File: src/rtl/mdu_ctrl.sv
// Multiply/divide unit controller: HI/LO registers, multi-cycle busy timing and pipeline stall.
// Optional divider enabled by defining MDU_DIV_EN; without it div/divu are no-ops.
module mdu_ctrl #(
  parameter int MULT_CYCLES = 5,
  parameter int DIV_CYCLES  = 10
) (
  input  logic        clk,
  input  logic        reset,
  input  logic        start,
  input  logic [2:0]  op,
  input  logic [31:0] rs_data,
  input  logic [31:0] rt_data,
  input  logic        d_md,
  output logic        busy,
  output logic        stall,
  output logic [31:0] rd_data
);

  localparam int MAX_CYCLES = (MULT_CYCLES > DIV_CYCLES) ? MULT_CYCLES : DIV_CYCLES;
  localparam int CW         = $clog2(MAX_CYCLES + 1);

  typedef enum logic {IDLE = 1'b0, BUSY = 1'b1} state_e;

  state_e        state_q, state_d;
  logic [CW-1:0] cnt_q, cnt_d;
  logic [31:0]   a_q, a_d, b_q, b_d;
  logic          uns_q, uns_d;
  logic [31:0]   hi_q, hi_d, lo_q, lo_d;
  logic [63:0]   ext_a, ext_b, res;
  logic          res_we;
  logic          long_op;
`ifdef MDU_DIV_EN
  logic          is_div_q, is_div_d;
  logic [31:0]   abs_a, abs_b, quo, rem;
`endif

  // State register
  always_ff @(posedge clk) begin
    if (!reset) begin
      state_q <= IDLE;
      cnt_q   <= '0;
      a_q     <= 32'd0;
      b_q     <= 32'd0;
      uns_q   <= 1'b0;
      hi_q    <= 32'd0;
      lo_q    <= 32'd0;
`ifdef MDU_DIV_EN
      is_div_q <= 1'b0;
`endif
    end else begin
      state_q <= state_d;
      cnt_q   <= cnt_d;
      a_q     <= a_d;
      b_q     <= b_d;
      uns_q   <= uns_d;
      hi_q    <= hi_d;
      lo_q    <= lo_d;
`ifdef MDU_DIV_EN
      is_div_q <= is_div_d;
`endif
    end
  end

  // Result datapath, fed only by the operands latched at issue
  always_comb begin
    ext_a  = uns_q ? {32'd0, a_q} : {{32{a_q[31]}}, a_q};
    ext_b  = uns_q ? {32'd0, b_q} : {{32{b_q[31]}}, b_q};
    res    = ext_a * ext_b;
    res_we = 1'b1;
`ifdef MDU_DIV_EN
    // Signed divide on magnitudes; quotient truncates to zero, remainder follows the dividend
    abs_a = (!uns_q && a_q[31]) ? (32'd0 - a_q) : a_q;
    abs_b = (!uns_q && b_q[31]) ? (32'd0 - b_q) : b_q;
    quo   = (b_q != 32'd0) ? (abs_a / abs_b) : 32'd0;
    rem   = (b_q != 32'd0) ? (abs_a % abs_b) : 32'd0;
    if (is_div_q) begin
      res_we = (b_q != 32'd0);
      res    = {((!uns_q && a_q[31]) ? (32'd0 - rem) : rem),
                ((!uns_q && (a_q[31] ^ b_q[31])) ? (32'd0 - quo) : quo)};
    end else begin
      res_we = 1'b1;
    end
`endif
  end

  // Next-state logic
  always_comb begin
    state_d = state_q;
    cnt_d   = cnt_q;
    a_d     = a_q;
    b_d     = b_q;
    uns_d   = uns_q;
    hi_d    = hi_q;
    lo_d    = lo_q;
`ifdef MDU_DIV_EN
    is_div_d = is_div_q;
`endif
    case (state_q)
      IDLE: begin
        if (start) begin
          case (op)
            3'd0, 3'd1: begin
              a_d     = rs_data;
              b_d     = rt_data;
              uns_d   = op[0];
              cnt_d   = CW'(MULT_CYCLES);
              state_d = BUSY;
`ifdef MDU_DIV_EN
              is_div_d = 1'b0;
`endif
            end
`ifdef MDU_DIV_EN
            3'd2, 3'd3: begin
              a_d      = rs_data;
              b_d      = rt_data;
              uns_d    = op[0];
              is_div_d = 1'b1;
              cnt_d    = CW'(DIV_CYCLES);
              state_d  = BUSY;
            end
`endif
            3'd4:    hi_d = rs_data;
            3'd5:    lo_d = rs_data;
            default: state_d = IDLE;
          endcase
        end else begin
          state_d = IDLE;
        end
      end
      BUSY: begin
        cnt_d = cnt_q - CW'(1);
        if (cnt_q == CW'(1)) begin
          state_d = IDLE;
          if (res_we) begin
            hi_d = res[63:32];
            lo_d = res[31:0];
          end else begin
            hi_d = hi_q;
          end
        end else begin
          state_d = BUSY;
        end
      end
      default: state_d = IDLE;
    endcase
  end

  // Outputs
  always_comb begin
    busy = (state_q == BUSY);
`ifdef MDU_DIV_EN
    long_op = (op <= 3'd3);
`else
    long_op = (op <= 3'd1);
`endif
    stall = d_md & (busy | (start & long_op));
    case (op)
      3'd6:    rd_data = hi_q;
      3'd7:    rd_data = lo_q;
      default: rd_data = 32'd0;
    endcase
  end

endmodule
File: config.mk
export PLATFORM = sky130hd
export DESIGN_NAME = mdu_ctrl
export DESIGN_NICKNAME = d
export VERILOG_FILES = /design/src/rtl/mdu_ctrl.sv
export SDC_FILE = /design/constraint.sdc
export NUM_CORES = 2
export LEC_CHECK = 0
export ABC_CLOCK_PERIOD_IN_PS = 10500
export CAP_MARGIN = 10
export CORE_ASPECT_RATIO = 2
export CORE_MARGIN = 4
export CORE_UTILIZATION = 67
export DETAILED_ROUTE_END_ITERATION = 7
export HOLD_SLACK_MARGIN = 0.15
export PLACE_DENSITY = 0.85
export SYNTH_ARGS = -nofsm -noshare
export SYNTH_HDL_FRONTEND = slang
export SYNTH_SLANG_ARGS = --single-unit
File: constraint.sdc
create_clock -name clk -period 10.5 [get_ports clk]
set_input_delay 2.1 -clock clk [delete_from_list [all_inputs] [get_ports clk]]
set_output_delay 2.1 -clock clk [all_outputs]
set_load 0.02 [all_outputs]
After elaboration in Yosys (flattened, before gate mapping)
Cells that the tools add are included.
{"block": "totals", "reg_bits": 134, "input_bits": 71, "word_cells": 49}
{"block": "op_classes", "add_sub_neg": 1, "reduce_logical": 6, "n_bitwise": 4, "n_mux": 18, "order_cmp": 1, "eq_ne": 11, "n_mul": 1}
{"op": "$mux W32", "n": 6}
{"op": "$pmux W32 S2", "n": 3}
{"op": "$mux W64", "n": 2}
{"op": "$mul A64 B64 Y64", "n": 1}
{"op": "$eq A3 B3 Y1 const B", "n": 4}
{"op": "$reduce_and A3 Y1", "n": 3}
{"op": "$mux W4", "n": 2}
{"op": "$ne A2 B1 Y1 const B", "n": 4}
{"op": "$pmux W4 S2", "n": 1}
{"op": "$eq A4 B1 Y1 const B", "n": 1}
{"op": "$sub A4 B1 Y4 const B", "n": 1}
{"op": "$eq A3 B1 Y1 const B", "n": 1}
{"op": "$le A3 B1 Y1 const B", "n": 1}
{"op": "$logic_not A3 Y1", "n": 1}
{"op": "$mux W1", "n": 3}
{"op": "$and A1 B1 Y1", "n": 2}
{"op": "$ne A2 B2 Y1 const B", "n": 1}
{"op": "$pmux W1 S2", "n": 1}
{"op": "$reduce_and A2 Y1", "n": 1}
{"op": "$reduce_or A2 Y1", "n": 1}
{"op": "$not A1 Y1", "n": 1}
{"op": "$or A1 B1 Y1", "n": 1}

Depth between registers and ports, before layout
{"block": "depth", "depth_word": 5, "ltp_mapped": 36, "ltp_nobuf": 33}

Worst setup path before layout
Ideal clock, no wire load.
{"block": "synth_path", "path_type": "register to register", "from": "register a_q[31]", "to": "register hi_q[30]", "setup_time_ns": 0.073, "path_slack_ns": 1.188, "path_buffers": 2, "path_stages_with_launch": 30, "arrival_time_ns": 9.238, "period_less_slack_ns": 9.312, "cell_sequence": "dfxtp_1 nor2b_1 clkbuf_1 clkbuf_1 nand2_1 fa_1 inv_1 fa_1 fa_1 inv_1 fa_1 inv_1 fa_1 fa_1 fa_1 fa_1 fa_1 inv_1 fa_1 inv_1 ha_1 a21o_1 a2111oi_2 a211oi_1 a211oi_1 nand2_1 a311oi_2 nor3_1 mux2_1 o22ai_2"}
{"block": "synth_between", "elab_chain_cells": 4}
{"element": "from (decl)", "line_no": "26", "rtl": "logic [31:0] a_q, a_d, b_q, b_d;"}
{"element": "from (signal assigned)", "line_no": "42", "rtl": "a_q <= 32'd0;"}
{"element": "from (signal assigned)", "line_no": "53", "rtl": "a_q <= a_d;"}
{"element": "$mux W64", "line_no": "66", "rtl": "ext_a = uns_q ? {32'd0, a_q} : {{32{a_q[31]}}, a_q};"}
{"element": "$mul A64 B64 Y64", "line_no": "68", "rtl": "res = ext_a * ext_b;"}
{"element": "$mux W32", "line_no": "132", "rtl": "if (cnt_q == CW'(1)) begin"}
{"element": "$pmux W32 S2", "line_no": "98", "rtl": "case (state_q)"}
{"element": "to (signal assigned)", "line_no": "56", "rtl": "hi_q <= hi_d;"}
{"element": "to (decl)", "line_no": "28", "rtl": "logic [31:0] hi_q, hi_d, lo_q, lo_d;"}
No other way between the ends. The select of a mux whose other input is x is not followed.
A chain may end at the register's enable or synchronous reset.

Worst setup path after layout
{"block": "layout_path", "from": "register a_q[19]", "to": "register hi_q[30]"}
Same word-level chain as after synthesis.

==> results.sh <==
export IMPL_outcome="complete, but fails checks"
export IMPL_violations="design-rule violations"
export IMPL_cts_root_buf="clkbuf_16"
export IMPL_drive_above_1_share_pct=3.493
export IMPL_cts_resized=0
export IMPL_wl_per_cell_microns=28.54
export IMPL_cp_max_fo=9
export IMPL_post_cts_buffers=0
export IMPL_overflow=0
export IMPL_reg2reg_depth=30
export IMPL_gp_congestion=1.128
export IMPL_path_class="reg -> reg"
export IMPL_route_detailed_drc=7
export IMPL_skew_ns=0.02617
export IMPL_synth_largest_area_cell="fa_1"
export IMPL_final_area_sq_mm=0.05621
export IMPL_ys_seq_elements=134
export IMPL_die_area_sq_mm=0.08433
export IMPL_clockBufferDepth=2
export IMPL_drt_iter0_markers=4277
export IMPL_irDropWorstVdd_uv=94.77
export IMPL_synthesis_nets=7569
export IMPL_setup_viol_count_final=0
export IMPL_crit_path_max_incr_delay_ns=1.06
export IMPL_die_width_microns=207.3
export IMPL_synthCells=5769
export IMPL_clock_latency_ns=0.51
export IMPL_utilization_pct=71.06
export IMPL_power_mw=1.999
export IMPL_synth_async_reset_ratio_pct=0
export IMPL_hpwl_microns=151600
export IMPL_crit_arrival_ns=10.48
export IMPL_hold_path_cell_count=2
export IMPL_routed_wl_microns=193200
export IMPL_grt_pass1_wl_microns=293100
export IMPL_die_y_microns=406.7
export IMPL_numCtsBuffers=17
export IMPL_fin_crit_sh_pct=95.77
export IMPL_grt_pass1_vias=47630
export IMPL_yosysMostFrequentCell="inv_1"
export IMPL_via_per_inst=6.211
export IMPL_grtUsageTotal_pct=48.17
export IMPL_vias=42050
export IMPL_synth_edf_count=0
export IMPL_final_nets=7512
export IMPL_crit_slowest_cell="dfxtp_1"
export IMPL_dr_pass1_iters=8
export IMPL_ctsHoldBuffers=0
export IMPL_postRouteAntennaNets=0
export IMPL_area_growth_pct=5.550
export IMPL_path_clk_slew_ns=0.07
export IMPL_ys_seq_area_share_pct=5.038
export IMPL_io_buffers=104
export IMPL_path_common_cell="fa_1"
export IMPL_num_fill_cells=5833
export IMPL_setup_tns_final_ns=0
export IMPL_worstMarginPinSlew_ns=1.343
export IMPL_worstPathRequired_ns=10.92
export IMPL_rows=146
export IMPL_hold_path_class="reg -> reg"
export IMPL_grt_antenna_before_repair=10
export IMPL_rrSetupSlack_ns=0.44
export IMPL_cp_end_kind="flip-flop"
export IMPL_ys_warn_count=0
export IMPL_cts_tree="yes"
export IMPL_grt_max_degree=61
export IMPL_syn_area_per_cell_sq_um=9.231
export IMPL_slew_violations=0
export IMPL_coreArea_sq_mm=0.07910
export IMPL_holdWs_ns=0.4528
export IMPL_dpl_cell_area_sq_mm=0.05549
export IMPL_start_kind="flip-flop"
export IMPL_syn_area_sq_mm=0.05325
export IMPL_hold_violations=0
export IMPL_yosysUniqueCellTypes=76
export IMPL_cts_sinks=134
export IMPL_fmax_mhz=99.44
export IMPL_synth_top_cell_area_share_pct=53.35
export IMPL_powerDensity_mw_per_mm2=35.57
export IMPL_p_leak_nw=29.12
export IMPL_synth_area_leaders="fa_1 (53%), inv_1 (11%), ha_1 (7.3%)"
export IMPL_ios=105
export IMPL_rsz0062_at_grt="false"
export IMPL_cap_viol_max_count=0
export IMPL_layout_min_cycle_time_ns=10.06
export IMPL_synth_common_cells="inv_1 (1529), fa_1 (1419), nand2_1 (722)"
export IMPL_start_util_pct=67.32
export IMPL_slew_headroom_pct=10.33
export IMPL_cts_htree_levels=4
export IMPL_ys_flop_type="dfxtp_1"
[final timing paths]
path	start	endpoint
min	lo_q[9]	lo_q[9]
min reg2reg	lo_q[9]	lo_q[9]
max	a_q[19]	hi_q[30]
max reg2reg	a_q[19]	hi_q[30]
[worst max-delay path, delay by kind of cell, from the launching register on]
kind,cells,cell delay [ns]
flops,1,1.06
buf+inv,8,0.86
compound gates,7,1.85
mux,1,0.34
simple gates,3,0.37
fa+ha+maj,11,5.50
[cell type report]
class	instances	area (sq um)	area share (%)
repair buffers	221	2076	3.693
flip-flops and latches	134	2700	4.804
clock inverters	15	225.2	0.4007
diodes	9	22.52	0.04007
clock buffers	17	425.4	0.7569
multi-input cells	3807	43710	77.77
inverters	1531	5749	10.23
well taps	1036	1296	2.306
[cell usage in the layout (no fill, tap or decap), types with 8 or more instances in the layout]
cell | synthesis | layout
inv_1 | 1529 | 1529
fa_1 | 1419 | 1419
nand2_1 | 722 | 720
and2_1 | 588 | 588
ha_1 | 310 | 310
a21oi_1 | 173 | 172
dfxtp_1 | 134 | 120
clkdlybuf4s50_1 | 0 | 104
buf_4 | 0 | 104
xnor2_1 | 91 | 91
nor2_1 | 85 | 84
o21ai_0 | 75 | 75
a21o_1 | 36 | 36
a22o_1 | 35 | 35
xor2_1 | 23 | 23
a211oi_1 | 21 | 21
nand3_1 | 19 | 19
and3_1 | 18 | 18
nor3_1 | 18 | 17
clkbuf_16 | 0 | 17
nand4_1 | 14 | 14
dfxtp_2 | 0 | 14
a31oi_1 | 12 | 12
o21bai_1 | 12 | 12
buf_12 | 0 | 10
diode_2 | 0 | 9
nor2b_1 | 11 | 9
o211ai_1 | 9 | 9
a31o_2 | 8 | 8
or3_1 | 8 | 8
o21ai_1 | 8 | 8
a221oi_1 | 8 | 8
[stage by stage]
stage          setup WS (ns)  cells
5_1_grt               0.1316   6763
6_report              0.4437   6770
4_1_cts               0.7345   6759
2_1_floorplan          1.188   5769
3_5_place_dp          0.8114   6727
3_3_place_gp          0.8660   6726
[sequential cells by signal, summed over array words and instances (netlist names)]
name and count:
busy 1, lo_q 32, cnt_q 4, a_q 32, uns_q 1, hi_q 32
b_q 32
[power breakdown]
group | internal [mW] | switching (mW)
clock | 0.391 | 0.347
combinational | 0.230 | 0.444
sequential | 0.528 | 0.0594
total | 1.15 | 0.850
[layer usage]
metal	wire (microns)	share of wire, %	vias up	global-route usage, %
met2	91800	48	2907	77.07
met1	47570	25	20930	41.61
met5	88	0.046	-	1.520
met3	20320	11	1710	18.75
li1	-	-	16500	-
met4	33420	17	4	57.80
[kinds of logic (layout without fill, tap and decap cells)]
| logic type | count (synthesis) | after routing | share of synthesized area (%) |
|---|---|---|---|
| compound gates | 452 | 452 | 5.533 |
| flops | 134 | 134 | 5.038 |
| mux | 8 | 8 | 0.1574 |
| fa+ha+maj | 1733 | 1733 | 60.70 |
| other cells | 0 | 9 | 0 |
| xor+xnor | 114 | 114 | 1.875 |
| simple gates | 1500 | 1500 | 13.78 |
| buf+inv | 1828 | 1784 | 12.92 |
(Power assumes the default switching activity.)
